`src/rtl/ctrl_stage_pipe_if.sv`:
```
// Bundles the decoded control word from ID together with the per-stage EX/MEM/WB
// controls and the retired-instruction counter.
interface ctrl_stage_pipe_if #(
    parameter int CTRL_W = 9,
    parameter int EXE_W  = 4,
    parameter int DEST_W = 4,
    parameter int CNT_W  = 16
);
    logic [CTRL_W-1:0] ctrlIn;
    logic [DEST_W-1:0] destIn;
    logic              condPass;
    logic              freeze;
    logic              flush;

    logic [EXE_W-1:0]  exeCmdEx;
    logic              statusEnEx;
    logic              branchTakEx;
    logic              wbEnEx;
    logic [DEST_W-1:0] destEx;
    logic              memREnMem;
    logic              memWEnMem;
    logic              wbEnMem;
    logic [DEST_W-1:0] destMem;
    logic              wbEnWb;
    logic              wbSelMemWb;
    logic [DEST_W-1:0] destWb;
    logic [CNT_W-1:0]  retiredCnt;

    modport master (
        output ctrlIn, destIn, condPass, freeze, flush,
        input  exeCmdEx, statusEnEx, branchTakEx, wbEnEx, destEx,
        input  memREnMem, memWEnMem, wbEnMem, destMem,
        input  wbEnWb, wbSelMemWb, destWb, retiredCnt
    );

    modport slave (
        input  ctrlIn, destIn, condPass, freeze, flush,
        output exeCmdEx, statusEnEx, branchTakEx, wbEnEx, destEx,
        output memREnMem, memWEnMem, wbEnMem, destMem,
        output wbEnWb, wbSelMemWb, destWb, retiredCnt
    );
endinterface

```
`src/rtl/ctrl_stage_pipe.sv`:
```
// Carries the ID-stage control word through EX, MEM and WB pipeline registers,
// inserting bubbles on freeze, flush or failed condition, and counts retirements.
module ctrl_stage_pipe #(
    parameter int CTRL_W = 9,
    parameter int EXE_W  = 4,
    parameter int DEST_W = 4,
    parameter int CNT_W  = 16
) (
    input  logic              clock,
    input  logic              reset,
    ctrl_stage_pipe_if.slave  bus
);
    localparam int WB_BIT  = CTRL_W - 1;
    localparam int MR_BIT  = CTRL_W - 2;
    localparam int MW_BIT  = CTRL_W - 3;
    localparam int EXE_LSB = 2;
    localparam int BR_BIT  = 1;
    localparam int ST_BIT  = 0;

    logic              w_ex_load;
    logic [CTRL_W-1:0] w_ex_ctrl;
    logic [DEST_W-1:0] w_ex_dest;

    logic              r_ex_valid;
    logic [CTRL_W-1:0] r_ex_ctrl;
    logic [DEST_W-1:0] r_ex_dest;

    logic              r_mem_valid;
    logic              r_mem_wben;
    logic              r_mem_memren;
    logic              r_mem_memwen;
    logic [DEST_W-1:0] r_mem_dest;

    logic              r_wb_valid;
    logic              r_wb_wben;
    logic              r_wb_memren;
    logic [DEST_W-1:0] r_wb_dest;

    logic [CNT_W-1:0]  r_retired_cnt;

    // Bubbles are zeroed at load time, so every stored enable is already
    // valid-qualified and the outputs can come straight from flops.
    assign w_ex_load = bus.condPass & ~bus.freeze & ~bus.flush;
    assign w_ex_ctrl = w_ex_load ? bus.ctrlIn : '0;
    assign w_ex_dest = w_ex_load ? bus.destIn : '0;

    always_ff @(posedge clock) begin
        if (reset) begin
            r_ex_valid    <= 1'b0;
            r_ex_ctrl     <= '0;
            r_ex_dest     <= '0;
            r_mem_valid   <= 1'b0;
            r_mem_wben    <= 1'b0;
            r_mem_memren  <= 1'b0;
            r_mem_memwen  <= 1'b0;
            r_mem_dest    <= '0;
            r_wb_valid    <= 1'b0;
            r_wb_wben     <= 1'b0;
            r_wb_memren   <= 1'b0;
            r_wb_dest     <= '0;
            r_retired_cnt <= '0;
        end else begin
            r_ex_valid    <= w_ex_load;
            r_ex_ctrl     <= w_ex_ctrl;
            r_ex_dest     <= w_ex_dest;

            r_mem_valid   <= r_ex_valid;
            r_mem_wben    <= r_ex_ctrl[WB_BIT];
            r_mem_memren  <= r_ex_ctrl[MR_BIT];
            r_mem_memwen  <= r_ex_ctrl[MW_BIT];
            r_mem_dest    <= r_ex_dest;

            r_wb_valid    <= r_mem_valid;
            r_wb_wben     <= r_mem_wben;
            r_wb_memren   <= r_mem_memren;
            r_wb_dest     <= r_mem_dest;

            // Wraps silently at the top of the range.
            if (r_wb_valid)
                r_retired_cnt <= r_retired_cnt + {{(CNT_W-1){1'b0}}, 1'b1};
        end
    end

    assign bus.exeCmdEx    = r_ex_ctrl[EXE_LSB +: EXE_W];
    assign bus.statusEnEx  = r_ex_ctrl[ST_BIT];
    assign bus.branchTakEx = r_ex_ctrl[BR_BIT];
    assign bus.wbEnEx      = r_ex_ctrl[WB_BIT];
    assign bus.destEx      = r_ex_dest;

    assign bus.memREnMem   = r_mem_memren;
    assign bus.memWEnMem   = r_mem_memwen;
    assign bus.wbEnMem     = r_mem_wben;
    assign bus.destMem     = r_mem_dest;

    assign bus.wbEnWb      = r_wb_wben;
    assign bus.wbSelMemWb  = r_wb_memren;
    assign bus.destWb      = r_wb_dest;

    assign bus.retiredCnt  = r_retired_cnt;
endmodule

```
`src/flat_wrapper.sv`:
```
// flat-port wrapper written by rule: the top's interface ports become plain ports
module ctrl_stage_pipe_flat 
#(
    parameter int CTRL_W = 9,
    parameter int EXE_W  = 4,
    parameter int DEST_W = 4,
    parameter int CNT_W  = 16
)
  (clock, reset, bus_ctrlIn, bus_destIn, bus_condPass, bus_freeze, bus_flush, bus_exeCmdEx, bus_statusEnEx, bus_branchTakEx, bus_wbEnEx, bus_destEx, bus_memREnMem, bus_memWEnMem, bus_wbEnMem, bus_destMem, bus_wbEnWb, bus_wbSelMemWb, bus_destWb, bus_retiredCnt);
  ctrl_stage_pipe_if #(.CTRL_W(CTRL_W), .EXE_W(EXE_W), .DEST_W(DEST_W), .CNT_W(CNT_W)) bus_i ();
  input  logic clock;
  input  logic reset;
  input wire logic [$bits(bus_i.ctrlIn)-1:0] bus_ctrlIn;
  input wire logic [$bits(bus_i.destIn)-1:0] bus_destIn;
  input wire logic [$bits(bus_i.condPass)-1:0] bus_condPass;
  input wire logic [$bits(bus_i.freeze)-1:0] bus_freeze;
  input wire logic [$bits(bus_i.flush)-1:0] bus_flush;
  output wire logic [$bits(bus_i.exeCmdEx)-1:0] bus_exeCmdEx;
  output wire logic [$bits(bus_i.statusEnEx)-1:0] bus_statusEnEx;
  output wire logic [$bits(bus_i.branchTakEx)-1:0] bus_branchTakEx;
  output wire logic [$bits(bus_i.wbEnEx)-1:0] bus_wbEnEx;
  output wire logic [$bits(bus_i.destEx)-1:0] bus_destEx;
  output wire logic [$bits(bus_i.memREnMem)-1:0] bus_memREnMem;
  output wire logic [$bits(bus_i.memWEnMem)-1:0] bus_memWEnMem;
  output wire logic [$bits(bus_i.wbEnMem)-1:0] bus_wbEnMem;
  output wire logic [$bits(bus_i.destMem)-1:0] bus_destMem;
  output wire logic [$bits(bus_i.wbEnWb)-1:0] bus_wbEnWb;
  output wire logic [$bits(bus_i.wbSelMemWb)-1:0] bus_wbSelMemWb;
  output wire logic [$bits(bus_i.destWb)-1:0] bus_destWb;
  output wire logic [$bits(bus_i.retiredCnt)-1:0] bus_retiredCnt;
  assign bus_i.ctrlIn = bus_ctrlIn;
  assign bus_i.destIn = bus_destIn;
  assign bus_i.condPass = bus_condPass;
  assign bus_i.freeze = bus_freeze;
  assign bus_i.flush = bus_flush;
  assign bus_exeCmdEx = bus_i.exeCmdEx;
  assign bus_statusEnEx = bus_i.statusEnEx;
  assign bus_branchTakEx = bus_i.branchTakEx;
  assign bus_wbEnEx = bus_i.wbEnEx;
  assign bus_destEx = bus_i.destEx;
  assign bus_memREnMem = bus_i.memREnMem;
  assign bus_memWEnMem = bus_i.memWEnMem;
  assign bus_wbEnMem = bus_i.wbEnMem;
  assign bus_destMem = bus_i.destMem;
  assign bus_wbEnWb = bus_i.wbEnWb;
  assign bus_wbSelMemWb = bus_i.wbSelMemWb;
  assign bus_destWb = bus_i.destWb;
  assign bus_retiredCnt = bus_i.retiredCnt;
  ctrl_stage_pipe #(.CTRL_W(CTRL_W), .EXE_W(EXE_W), .DEST_W(DEST_W), .CNT_W(CNT_W)) u_core (.clock(clock), .reset(reset), .bus(bus_i));
endmodule
```
`config.mk`:
```
export PLATFORM = sky130hd
export DESIGN_NAME = ctrl_stage_pipe_flat
export DESIGN_NICKNAME = d
export VERILOG_FILES = /design/src/rtl/ctrl_stage_pipe_if.sv /design/src/rtl/ctrl_stage_pipe.sv /design/src/flat_wrapper.sv
export SDC_FILE = /design/constraint.sdc
export NUM_CORES = 1
export LEC_CHECK = 0
export CAP_MARGIN = 20
export CORE_MARGIN = 3
export CORE_UTILIZATION = 55
export DETAILED_ROUTE_END_ITERATION = 12
export DONT_BUFFER_PORTS = 1
export PLACE_DENSITY = 0.76
export SLEW_MARGIN = 10
export SYNTH_ARGS = -nofsm -noshare
export SYNTH_HDL_FRONTEND = slang
export SYNTH_SLANG_ARGS = --single-unit
```
`constraint.sdc`:
```
create_clock -name clock -period 2.1 [get_ports clock]
set_input_delay 0.63 -clock clock [delete_from_list [all_inputs] [get_ports clock]]
set_output_delay 0.63 -clock clock [all_outputs]
set_load 0.02 [all_outputs]
```
==> impl_results.md <==
- Critical Path Fanout Max: 5
- GRT Total Usage: 17.04%
- Worst path max stage delay: 0.55 ns
- Die Span Y: about 59 µm
- Max Freq: 0.5992 GHz
- Area leader, netlist: dfxtp_1
- Detailed placement HPWL: 1.963 mm
- Primary FF master, synth: dfxtp_1
- Core area: 2590 µm²
- Met2 wire length: 1.375 mm
- Total global routing overflow: 0
- Pwr dens: 842.9 nW/µm²
- Net Count, Synth: 168
- Synthesized netlist cell count: roughly 150
- FF-to-FF path depth: 4
- Hold_buf cts: 0
- Iteration-0 DRC Markers: 46
- CP Launch Point: u_core.bus.retiredCnt[5]$_SDFFE_PP0P_
- First-pass GRT wire length: 4.429 mm
- CTS Buffer Depth: 2
- CTS tree: yes
- Max Clock Skew: 0.007950 ns
- Routed met1 length: 979 µm
- Slew HR: 74.34%
- CP Data Required Time: 2.35 ns
- Placement Cell Area: 1603 µm²
- Netlist cell types: 28
- CTS Buf Count: 5
- Lkg Pwr: between 0.6 and 0.7 nW
- 1st-pass router iterations: 4
- Mapped cell area: between 1500 and 2000 µm²
- GP Congestion: 0.8952
- Fraction of layout instances using a drive strength above 1: around 15%
- Vias per cell: 5.344
- Routed length per instance: ~14 µm
- Setup TNS: 0 ns
- Clock Tree Root: clkbuf_4
- Clock Sink Count: 45
- Routed via count: 994
- Max IR drop VDD: between 0.0008 and 0.0009 V
- Seq/Total Area, Yosys: 57.97%
- Mean Syn Cell Area: 10.43 µm²
- Hold Crit Class: in -> reg
- Slowest CP cell: or4_1
- CP Class: reg -> reg
- Final worst path period share: 79.47%
- Top Layer Used: met4
- Min-delay src: reset
- IO Count: 58
- Nets: around 170
- Ant. Diodes: 0
- Clock transition at path regs: 0.13 ns
- Worst setup SP type: flop
- RSZ-0062 raised after global routing: false
- Largest net degree at the start of global routing: 37
- MaxCap Viol Count: 0
- Initial Util: 60.00%
- Fin Hold WS: 0.3335 ns
- Port Buf Inserts: 0
- Die width: a little under 60 µm
- Met3 WL: 304 µm
- Routed WL: 2.694 mm
- Status: complete, no violations
- Post-synth EDFFs: 0
- Post-synthesis register bit count: 45
- Design area: between 1500 and 2000 µm²
- H-tree levels: 2
- Critical path depth: 4
- Setup bufs post-CTS: 0
- Final Max Tran Viols: 0
- Critical path data arrival time: roughly 1.9 ns
- Clock Latency Late Sink: 0.35 ns
- Die area: about 3500 µm²
- CP endpoint kind: flop
- CTS-repair resized insts: 0
- Hold Path Depth: 1
- Worst-Margin Slew: 0.3814 ns
- Yosys synthesis warning count: 0
- Area Growth Syn to Fin: 8.857%
- FF-to-FF Start: u_core.bus.retiredCnt[5]$_SDFFE_PP0P_
- Initial antenna violation count: 0
- Hold Vio Cnt, Final: 0
- Final critical-path required period: 1.669 ns
- Top post-synthesis cells by area: dfxtp_1 (58%), nor2b_1 (7.2%), and2_1 (5.2%)
- Worst-path cell chain: nand4_2 > or4_1 > xnor2_1 > and2b_1
- Final setup vio count: 0
- Filler Cells Inserted: around 220
- Row count: 18
- Vias in the first global route: 992
- CP delay by family, top: simple AND/OR/NAND/NOR gates
- ANT nets after route: 0
- Worst Path Buf+Inv: 0
- DRC errors left: 0
- Yosys top cell area share: 57.97%
- Async SR Flop Fraction: 0%
## placed cells by master (no fill, tap or decap), types with 2 or more instances in the layout
master / Yosys / final
dfxtp_1: 45 / 45
buf_4: 5 / 9
mux2_2: 3 / 3
nand3_1: 5 / 5
nor2_1: 15 / 15
nor3_1: 3 / 3
a21oi_1: 2 / 2
nand4_1: 5 / 5
xnor2_1: 4 / 4
nand2_1: 5 / 5
xor2_1: 6 / 6
and4_1: 2 / 2
nor2b_1: 18 / 18
and2_1: 13 / 13
clkbuf_4: 0 / 5
## synth_stat cells, types with 2 or more instances
library cell,count
and2_1,13
nor2_1,15
dfxtp_1,45
a21oi_1,2
xor2_1,6
and4_1,2
nor2b_1,18
nand2_1,5
xnor2_1,4
nand4_1,5
nand3_1,5
buf_4,5
mux2_2,3
clkbuf_1,5
nor3_1,3
## cell type report
cell class,count,area [µm²],share of cell area (%)
clock buffers,6,51.30,3.033
clock inverters,2,37.54,2.219
inverters,1,3.754,0.2219
multi-input cells,93,593.1,35.06
flip-flops and latches,45,900.9,53.25
well taps,30,37.54,2.219
repair buffers,9,67.56,3.994
## per-layer routing
layer,track usage (%),up-vias
met4,5.825,0
met1,17.26,454
met2,28.55,41
li1,-,494
met3,10.68,5
met5,0,-
## cells by family (layout without fill, tap and decap cells)
kind of cell / Yosys count / after routing / synth area share (%)
and+or+nand+nor: 74 / 74 / 27.38
DFF: 45 / 45 / 57.97
buffers and inverters: 11 / 18 / 3.865
xor gates and xnor gates: 10 / 10 / 5.636
AOI/OAI and AO/OA: 4 / 4 / 1.530
muxes: 4 / 4 / 2.818
adders and majority gates: 1 / 1 / 0.8050
## worst reg2reg max path, cell delays in order, from the launching register on
cell and delay [ns]:
dfxtp_1 0.53, nand4_2 0.21, or4_1 0.55, xnor2_1 0.13, and2b_1 0.16
## power by group
part           leakage [nW]  internal (mW)  switching (mW)  total [mW]
combinational         0.258        0.00751         0.00475      0.0123
clock                0.0445          0.283           0.260       0.543
sequential            0.363          0.861          0.0101       0.871
total                 0.666           1.15           0.274        1.43
## state kept, by name (all words and copies together) (netlist names), 4 cells and up
register               cells
u_core.bus.destWb          4
u_core.bus.destMem         4
u_core.bus.retiredCnt     16
u_core.r_ex_ctrl           9
u_core.bus.destEx          4
## path summary, 6_finish.rpt
path                                            endpoint  slack, ns
setup / recovery  u_core.bus.retiredCnt[12]$_SDFFE_PP0P_       0.43
hold / removal             u_core.bus.wbEnMem$_SDFF_PP0_       0.33
setup reg to reg  u_core.bus.retiredCnt[12]$_SDFFE_PP0P_       0.43
hold reg to reg          u_core.bus.memREnMem$_SDFF_PP0_       0.45
## metrics by stage
stage | worst slack, ns | total power [mW] | cells | util, %
after global routing | 0.2964 | 1.488 | 186 | 65.31
after detailed placement | 0.4372 | 0.9030 | 178 | 61.88
after floorplan | 0.3540 | 0.9097 | 149 | -
final | 0.4312 | 1.426 | 186 | 65.31
after global placement | 0.4781 | 0.9021 | 178 | 61.88
after CTS | 0.4197 | 1.438 | 186 | 65.31
Note: power is estimated with default switching activity, not from simulation.
